## src/rtl/sram_arb_pkg.sv

```systemverilog
// sram_arb_pkg: shared bus widths and arbiter state encoding
package sram_arb_pkg;
    localparam int ADDR_W = 20;
    localparam int DATA_W = 17;
    typedef enum logic [1:0] {IDLE, RD, WR, TURN} arb_state_t;
endpackage

```

## src/rtl/sram_rd_tag_pipe.sv

```systemverilog
// sram_rd_tag_pipe: shift register marking which SRAM returns belong to acked reads
module sram_rd_tag_pipe #(
    parameter int DEPTH = 5
) (
    input  logic clk,
    input  logic rst,
    input  logic tag_in,
    output logic tag_out
);
    logic [DEPTH-1:0] tags;
    always_ff @(posedge clk or posedge rst)
        if (rst) tags <= '0;
        else tags <= (tags << 1) | DEPTH'(tag_in);
    assign tag_out = tags[DEPTH-1];
endmodule

```

## src/rtl/sram_arbiter.sv

```systemverilog
// sram_arbiter: read-priority SRAM port arbiter with bounded write wait and write-to-read turnaround
module sram_arbiter
    import sram_arb_pkg::*;
#(
    parameter int READ_LATENCY = 4,
    parameter int TURN_CYCLES  = 1,
    parameter int WR_MAX_WAIT  = 8
) (
    input  logic              clk,
    input  logic              rst,
    input  logic              rd_req,
    input  logic [ADDR_W-1:0] rd_addr,
    output logic              rd_ack,
    output logic [DATA_W-1:0] rd_data,
    output logic              rd_valid,
    input  logic              wr_req,
    input  logic [ADDR_W-1:0] wr_addr,
    input  logic [DATA_W-1:0] wr_data,
    output logic              wr_ack,
    output logic [ADDR_W-1:0] mem_addr,
    output logic              mem_we,
    output logic [DATA_W-1:0] mem_data_in,
    input  logic [DATA_W-1:0] mem_data_out
);
    localparam int WW = $clog2(WR_MAX_WAIT + 2);
    localparam int TW = $clog2(TURN_CYCLES + 2);
    localparam logic [WW-1:0] WAIT_MAX = WW'(WR_MAX_WAIT);
    localparam logic [TW-1:0] TURN_MAX = TW'(TURN_CYCLES);

    arb_state_t    state, state_nxt;
    logic [WW-1:0] wait_cnt;
    logic [TW-1:0] turn_cnt;
    logic          wr_win, in_gap;

    // turn_cnt counts idle cycles already presented since the last write, so a read
    // becomes legal once TURN_CYCLES of them have gone out on the bus
    assign wr_win    = wr_req && (!rd_req || wait_cnt >= WAIT_MAX);
    assign in_gap    = TURN_CYCLES > 0 && (state == WR || (state == TURN && turn_cnt < TURN_MAX));
    assign wr_ack    = !rst && wr_win;
    assign rd_ack    = !rst && rd_req && !wr_win && !in_gap;
    assign state_nxt = wr_ack ? WR : rd_ack ? RD : in_gap ? TURN : IDLE;
    assign rd_data   = mem_data_out;

    always_ff @(posedge clk or posedge rst) begin
        if (rst) begin
            state       <= IDLE;
            wait_cnt    <= '0;
            turn_cnt    <= '0;
            mem_addr    <= '0;
            mem_we      <= 1'b0;
            mem_data_in <= '0;
        end else begin
            state    <= state_nxt;
            wait_cnt <= (wr_req && !wr_ack) ? (wait_cnt >= WAIT_MAX ? wait_cnt : wait_cnt + 1'b1) : '0;
            turn_cnt <= state_nxt != TURN ? '0 : state == TURN ? turn_cnt + 1'b1 : TW'(1);
            mem_we   <= wr_ack;
            if (wr_ack) begin
                mem_addr    <= wr_addr;
                mem_data_in <= wr_data;
            end else if (rd_ack) begin
                mem_addr <= rd_addr;
            end
        end
    end

    sram_rd_tag_pipe #(.DEPTH(READ_LATENCY + 1)) u_tag_pipe (
        .clk    (clk),
        .rst    (rst),
        .tag_in (rd_ack),
        .tag_out(rd_valid)
    );
endmodule

```

## config.mk

```make
export PLATFORM = sky130hd
export DESIGN_NAME = sram_arbiter
export DESIGN_NICKNAME = d
export VERILOG_FILES = /design/src/rtl/sram_arb_pkg.sv /design/src/rtl/sram_rd_tag_pipe.sv /design/src/rtl/sram_arbiter.sv
export SDC_FILE = /design/constraint.sdc
export NUM_CORES = 1
export LEC_CHECK = 0
export ABC_AREA = 1
export ABC_CLOCK_PERIOD_IN_PS = 2000
export CORE_ASPECT_RATIO = 0.5
export CORE_MARGIN = 5
export CORE_UTILIZATION = 42
export CTS_BUF_LIST = sky130_fd_sc_hd__clkbuf_16
export DETAILED_ROUTE_END_ITERATION = 16
export PLACE_DENSITY = 0.92
export SETUP_SLACK_MARGIN = 0.05
export SYNTH_ARGS = -nofsm -noshare
export SYNTH_HDL_FRONTEND = slang
export SYNTH_SLANG_ARGS = --single-unit
```

## constraint.sdc

```tcl
create_clock -name clk -period 2 [get_ports clk]
set_input_delay 0.3 -clock clk [delete_from_list [all_inputs] [get_ports clk]]
set_output_delay 0.3 -clock clk [all_outputs]
set_load 0.02 [all_outputs]
```

-- Word-level counts from Yosys, hierarchy flattened
Index checks and enable logic that the tools add are counted.
- reductions and logical operators: 15
- bitwise operators: 1
- multiplexer cells: 9
- $lt $le $gt $ge: 2
- $add $sub $neg: 2
- equal/unequal tests: 4
- operators by type and width (operator ; count):
    $mux 20 ; 2
    $mux 2 ; 5
    $mux 4 ; 2
    $logic_and 1x1->1 ; 7
    $logic_not 1->1 ; 5
    $or 5x1->5 ; 1
    $add 4x1->4 const B ; 1
    $eq 2x2->1 const B ; 2
    $ge 4x4->1 const B ; 1
    $ne 2x2->1 const B ; 2
    $add 2x1->2 const B ; 1
    $logic_or 1x1->1 ; 2
    $lt 2x1->1 const B ; 1
    $reduce_bool 2->1 ; 1
- bits in registers: 51
- input port bits: 78
- output and inout bits: 58
- word-level logic and storage cells: 40

-- Depth between registers and ports, before layout
- depth in word-level cells: 10
- depth in mapped cells: 10
- mapped depth without buffers: 9

-- Hierarchy
From an unflattened synthesis, not the netlist that was laid out.
- cells, all modules: 301
- area total of the unflattened synthesis: 2441.1 sq um
- by module, submodules not included (module ; instances ; sequential area each (sq um) ; cells an instance ; area each (sq um)):
    sram_arbiter ; 1 ; 1151.1 ; 295 ; 2312.2
    sram_rd_tag_pipe ; 1 ; 125.1 ; 6 ; 128.9

-- Least setup slack after synthesis
No wires, ideal clock.
- path kind: in2reg
- start: in rst
- end: reg mem_addr[0]
- data required time: 1.934 ns
- path buffers: 1
- arrival time: 1.552 ns
- stages on the path: 6
- library setup time: 0.066 ns
- slack: 0.382 ns
- path through: inv_1 > buf_2 > nand4_1 > nand2_1 > nand2_1 > nand2_1
- cells in the longest elaborated chain, start to end: 5
- elaborated cells on any way between the ends: 7
- RTL lines (element ; RTL line ; text):
    start: declaration ; sram_arbiter.sv:10 ; input logic rst,
    $logic_not 1->1 (no line) * ; - ;
    $logic_and 1x1->1 (3 in a row) ; sram_arbiter.sv:40 ; assign rd_ack = !rst && rd_req && !wr_win && !in_gap;
    $reduce_bool 2->1 (no line) ; - ;
    end signal: assignment ; sram_arbiter.sv:58 ; mem_addr <= wr_addr;
    end signal: assignment ; sram_arbiter.sv:61 ; mem_addr <= rd_addr;
    end: declaration ; sram_arbiter.sv:20 ; output logic [ADDR_W-1:0] mem_addr,
Every way passes the cells marked *; elsewhere a longest branch is shown, timed or not.
A chain may end at the register's enable or synchronous reset.

-- Worst setup path after layout
- start: reg turn_cnt[0]
- end: out rd_ack
- cells in the longest elaborated chain, start to end: 5
- RTL lines (element ; RTL line ; text):
    start: declaration ; sram_arbiter.sv:32 ; logic [TW-1:0] turn_cnt;
    start signal: assignment ; sram_arbiter.sv:55 ; turn_cnt <= state_nxt != TURN ? '0 : state == TURN ? turn_cnt + 1'b1 : TW'(1);
    $lt 2x1->1 ; sram_arbiter.sv:38 ; assign in_gap = TURN_CYCLES > 0 && (state == WR || (state == TURN && turn_cnt < TURN_MAX));
    $logic_and 1x1->1 ; sram_arbiter.sv:38 ;
    $logic_or 1x1->1 ; sram_arbiter.sv:38 ;
    $logic_not 1->1 ; sram_arbiter.sv:40 ;
    $logic_and 1x1->1 ; sram_arbiter.sv:40 ;
    end: declaration ; sram_arbiter.sv:13 ; output logic rd_ack,
Every way passes these cells.

==> metrics.md <==
| Metric | Value |
|---|---|
| Area share of fa/ha/maj cells after synthesis | around 1.5% |
| Crit Path Class | flip-flop to output pin |
| Power Total | around 3.8 mW |
| CTS tree | yes |
| Hold path cells | 0 |
| Switching portion of total power | approximately a third |
| Synth warnings | 0 |
| Cells on worst reg2reg path | 9 |
| Most frequent cells in the layout | nand2_1 (146), clkdlybuf4s50_1 (99), dfrtp_1 (51) |
| Peak VDD IR | ~0.48 mV |
| Int Pwr | about 2.6 mW |
| Antenna viol nets, final | 0 |
| Port bufs | 101 |
| Req. time, crit path | between 1.5 and 2 ns |
| DR vias/cell | roughly 5.0 |
| Period utilization | about nine tenths |
| Hold Buf Count CTS | 0 |
| Syn nets | approximately 380 |
| Static leakage | 1.80 nW |
| Initial Util | ~44% |
| DP Area | between 0.003 and 0.004 mm2 |
| Clock buffer depth | 2 |
| Core ar. | roughly 0.0056 mm2 |
| Distinct cells, synth | 17 |
| Initial antenna violation count | 0 |
| Endpoints failing setup | 0 |
| Post-Syn Area | 0.00245 mm2 |
| Finished Cell Area | ~0.0036 mm2 |
| Critical Path AT | about 1.5 ns |
| Mux contribution to synthesized area | 0% |
| Commonest non-fill, non-tap cell in the layout | nand2_1 |
| Combinational power share | between 30% and 40% |
| CP top delay family | buffers and inverters |
| Seq/Total Area, Yosys | 52.1% |
| Setup Buffers After CTS | 0 |
| Inst Count DP | 452 |
| Reg clk slew, reported paths | approximately 0.07 ns |
| Syn Inst Count | about 300 |
| CP peak stage delay | 0.32 ns |
| H-Tree Depth | 2 |
| Cells along the critical path | inv_1 > ha_1 > inv_1 > nand2_1 > nand2_1 > inv_1 > nor2_1 > buf_2 |
| HPWL Detailed | roughly 4.9 mm |
| Die Width | 118 um |
| PD cells | about 1100 mW/mm2 |
| Max Freq | between 500 and 600 MHz |
| Max FO, Critical Path | 3 |
| Root Driver | clkbuf_16 |
| RSZ-0062 raised after global routing | no |
| Status | completed |
| Worst Hold Class | flip-flop to flip-flop |
| DR iter-0 viols | about 160 |
| Drt wl/cell | approximately 15 um |
| Vias in the first global route | roughly 2,100 |
| Fraction of layout cells with a size suffix above 1 | about 6.5% |
| GRT Total Usage | 17.8% |
| Top Ports | roughly 140 |
| Crit path capture type | output pin |
| Post-synthesis register bit count | about 50 |
| Final Non-Filler Cells | 460 |
| Hold WS | 0.351 ns |
| CTS sink count | 51 |
| MaxCap Viol Count | 0 |
| Final #Nets | ~470 |
| CP max-delay cell | dfrtp_1 |
| Met2 GRT Util | 31.8% |
| Synth Area in Simple Gates | about a third |
| Total wire length | around 6.9 mm |
| GR Util met3 | under 10% |
| Power share of the clock group | between 20% and 30% |
| Worst slew margin relative to its limit | roughly three fifths |
| First-pass GRT wire length | between 10 and 15 mm |
| Measured slew at the worst slew-check pin | 0.630 ns |
| DR pass1 iterations | 4 |
| Vias | ~2,300 |
| Clk_skew | 0.00791 ns |
| Sw power | 1.26 mW |
| CP bufs+invs | 4 |
| Post-synthesis compound-gate area fraction | less than 1% |
| Mean Syn Cell Area | 8.10 um2 |
| Max-slew violation count | 0 |
| FP Rows | 19 |
| Most crowded layer after global routing | met2 |
| Most used cell, CP | inv_1 |
| Main combinational cell family by area after synthesis | simple AND/OR/NAND/NOR gates |
| CP Depth | 8 |
| # diodes | 0 |
| Crit path launch type | flip-flop |
| Post-layout min period | between 1.5 and 2 ns |
| Die Ht | 64.0 um |
| Layout area overhead | 46.2% |
| Core Util, Final | roughly 64% |
| Final GP Congestion | roughly 0.77 |
| Hold Vio Cnt, Final | 0 |
| Fill cells | roughly 410 |
| Overflow after GRT | 0 |
| Flop pwr share | between 30% and 40% |
| Clock Latency Late Sink | 0.29 ns |
| Num CTS Buffers | 5 |
| Post-synthesis xor/xnor area fraction | less than 1% |
| Remaining DRCs | 0 |
| Die area | 0.00755 mm2 |
| Met1 usage | between 20 and 25% |
| Largest net degree at the start of global routing | 64 |
==> worst paths after layout <==
check,startpoint,endpoint,slack [ns]
setup / recovery,turn_cnt[0]$_DFF_PP0_,rd_ack,0.22
hold / removal,u_tag_pipe.tags[1]$_DFF_PP0_,u_tag_pipe.tags[2]$_DFF_PP0_,0.35
setup reg to reg,wait_cnt[3]$_DFFE_PP0P_,mem_addr[19]$_DFFE_PP0P_,0.37
hold reg to reg,u_tag_pipe.tags[1]$_DFF_PP0_,u_tag_pipe.tags[2]$_DFF_PP0_,0.35
max in group asynchronous,rst,wait_cnt[3]$_DFFE_PP0P_,0.77
min in group asynchronous,rst,mem_addr[3]$_DFFE_PP0P_,0.58
==> power groups by stage <==
stage / clock network [mW] / logic (mW) / registers (mW)
after floorplan: 0 / 0.461 / 1.73
after global placement: 0 / 1.39 / 1.45
after detailed placement: 0 / 1.42 / 1.46
after CTS: 0.966 / 1.43 / 1.45
after global routing: 1.00 / 1.53 / 1.48
final: 0.955 / 1.41 / 1.44
==> Yosys cell counts <==
| master | instances | area share (%) |
|---|---|---|
| nand2_1 | 146 | 22 |
| dfrtp_1 | 51 | 52 |
| nand3_1 | 23 | 4.7 |
| buf_4 | 20 | 6.1 |
| nand4_1 | 20 | 5.1 |
| buf_2 | 12 | 2.5 |
| inv_1 | 10 | 1.5 |
| nor2_1 | 5 | 0.77 |
| a21oi_1 | 3 | 0.61 |
| ha_1 | 3 | 1.5 |
| clkbuf_1 | 2 | 0.31 |
| inv_2 | 2 | 0.31 |
| buf_6 | 1 | 0.46 |
| nand2_2 | 1 | 0.26 |
| nand3_4 | 1 | 0.72 |
| o21ai_0 | 1 | 0.20 |
| xnor2_1 | 1 | 0.36 |
==> layout make-up <==
cell class	count	area, um2	area share (%)
clock buffers	5	125	3.50
clock inverters	3	43.8	1.22
inverters	12	45.0	1.26
multi-input cells	204	897	25.1
flip-flops and latches	51	1280	35.7
well taps	73	91.3	2.55
repair buffers	112	1100	30.7
==> routing by layer <==
| layer | vias up | wire length, um |
|---|---|---|
| met3 | 17 | 324 |
| met4 | 0 | 153 |
| li1 | 1102 | - |
| met2 | 64 | 3720 |
| met5 | - | 0 |
| met1 | 1111 | 2660 |
==> repair_timing <==
| action | in CTS | in global routing |
|---|---|---|
| endpoints found under the setup margin | 2 | 1 |
| gates resized for setup | 2 | 3 |
| pin swaps | 0 | 0 |
==> sequential cells by signal (all words and copies together) (netlist names) <==
signal / cells
mem_addr: 20
wait_cnt: 4
mem_we: 1
mem_data_in: 17
state: 2
turn_cnt: 2
u_tag_pipe.tags: 5
==> kinds of logic after synthesis <==
kind of cell / Yosys count
buffers and inverters: 47
adder cells (fa/ha/maj): 3
XOR/XNOR: 1
flip-flops: 51
AO/OA/AOI/OAI: 4
AND/OR/NAND/NOR: 196
==> worst reg2reg max path: cells and delay by family, from the launching register on <==
kind	cells	cell delay, ns
buffers and inverters	4	0.71
flip-flops	1	0.41
AND/OR/NAND/NOR	5	0.42
==> metrics by stage <==
| stage | worst slack, ns | TNS [ns] |
|---|---|---|
| detailed placement | -0.154 | -0.170 |
| global placement | -0.0983 | -0.110 |
| floorplan | 0.382 | 0 |
| CTS | 0.0256 | 0 |
| global route | 0.0568 | 0 |
| finish | 0.219 | 0 |
(Power assumes the default switching activity.)
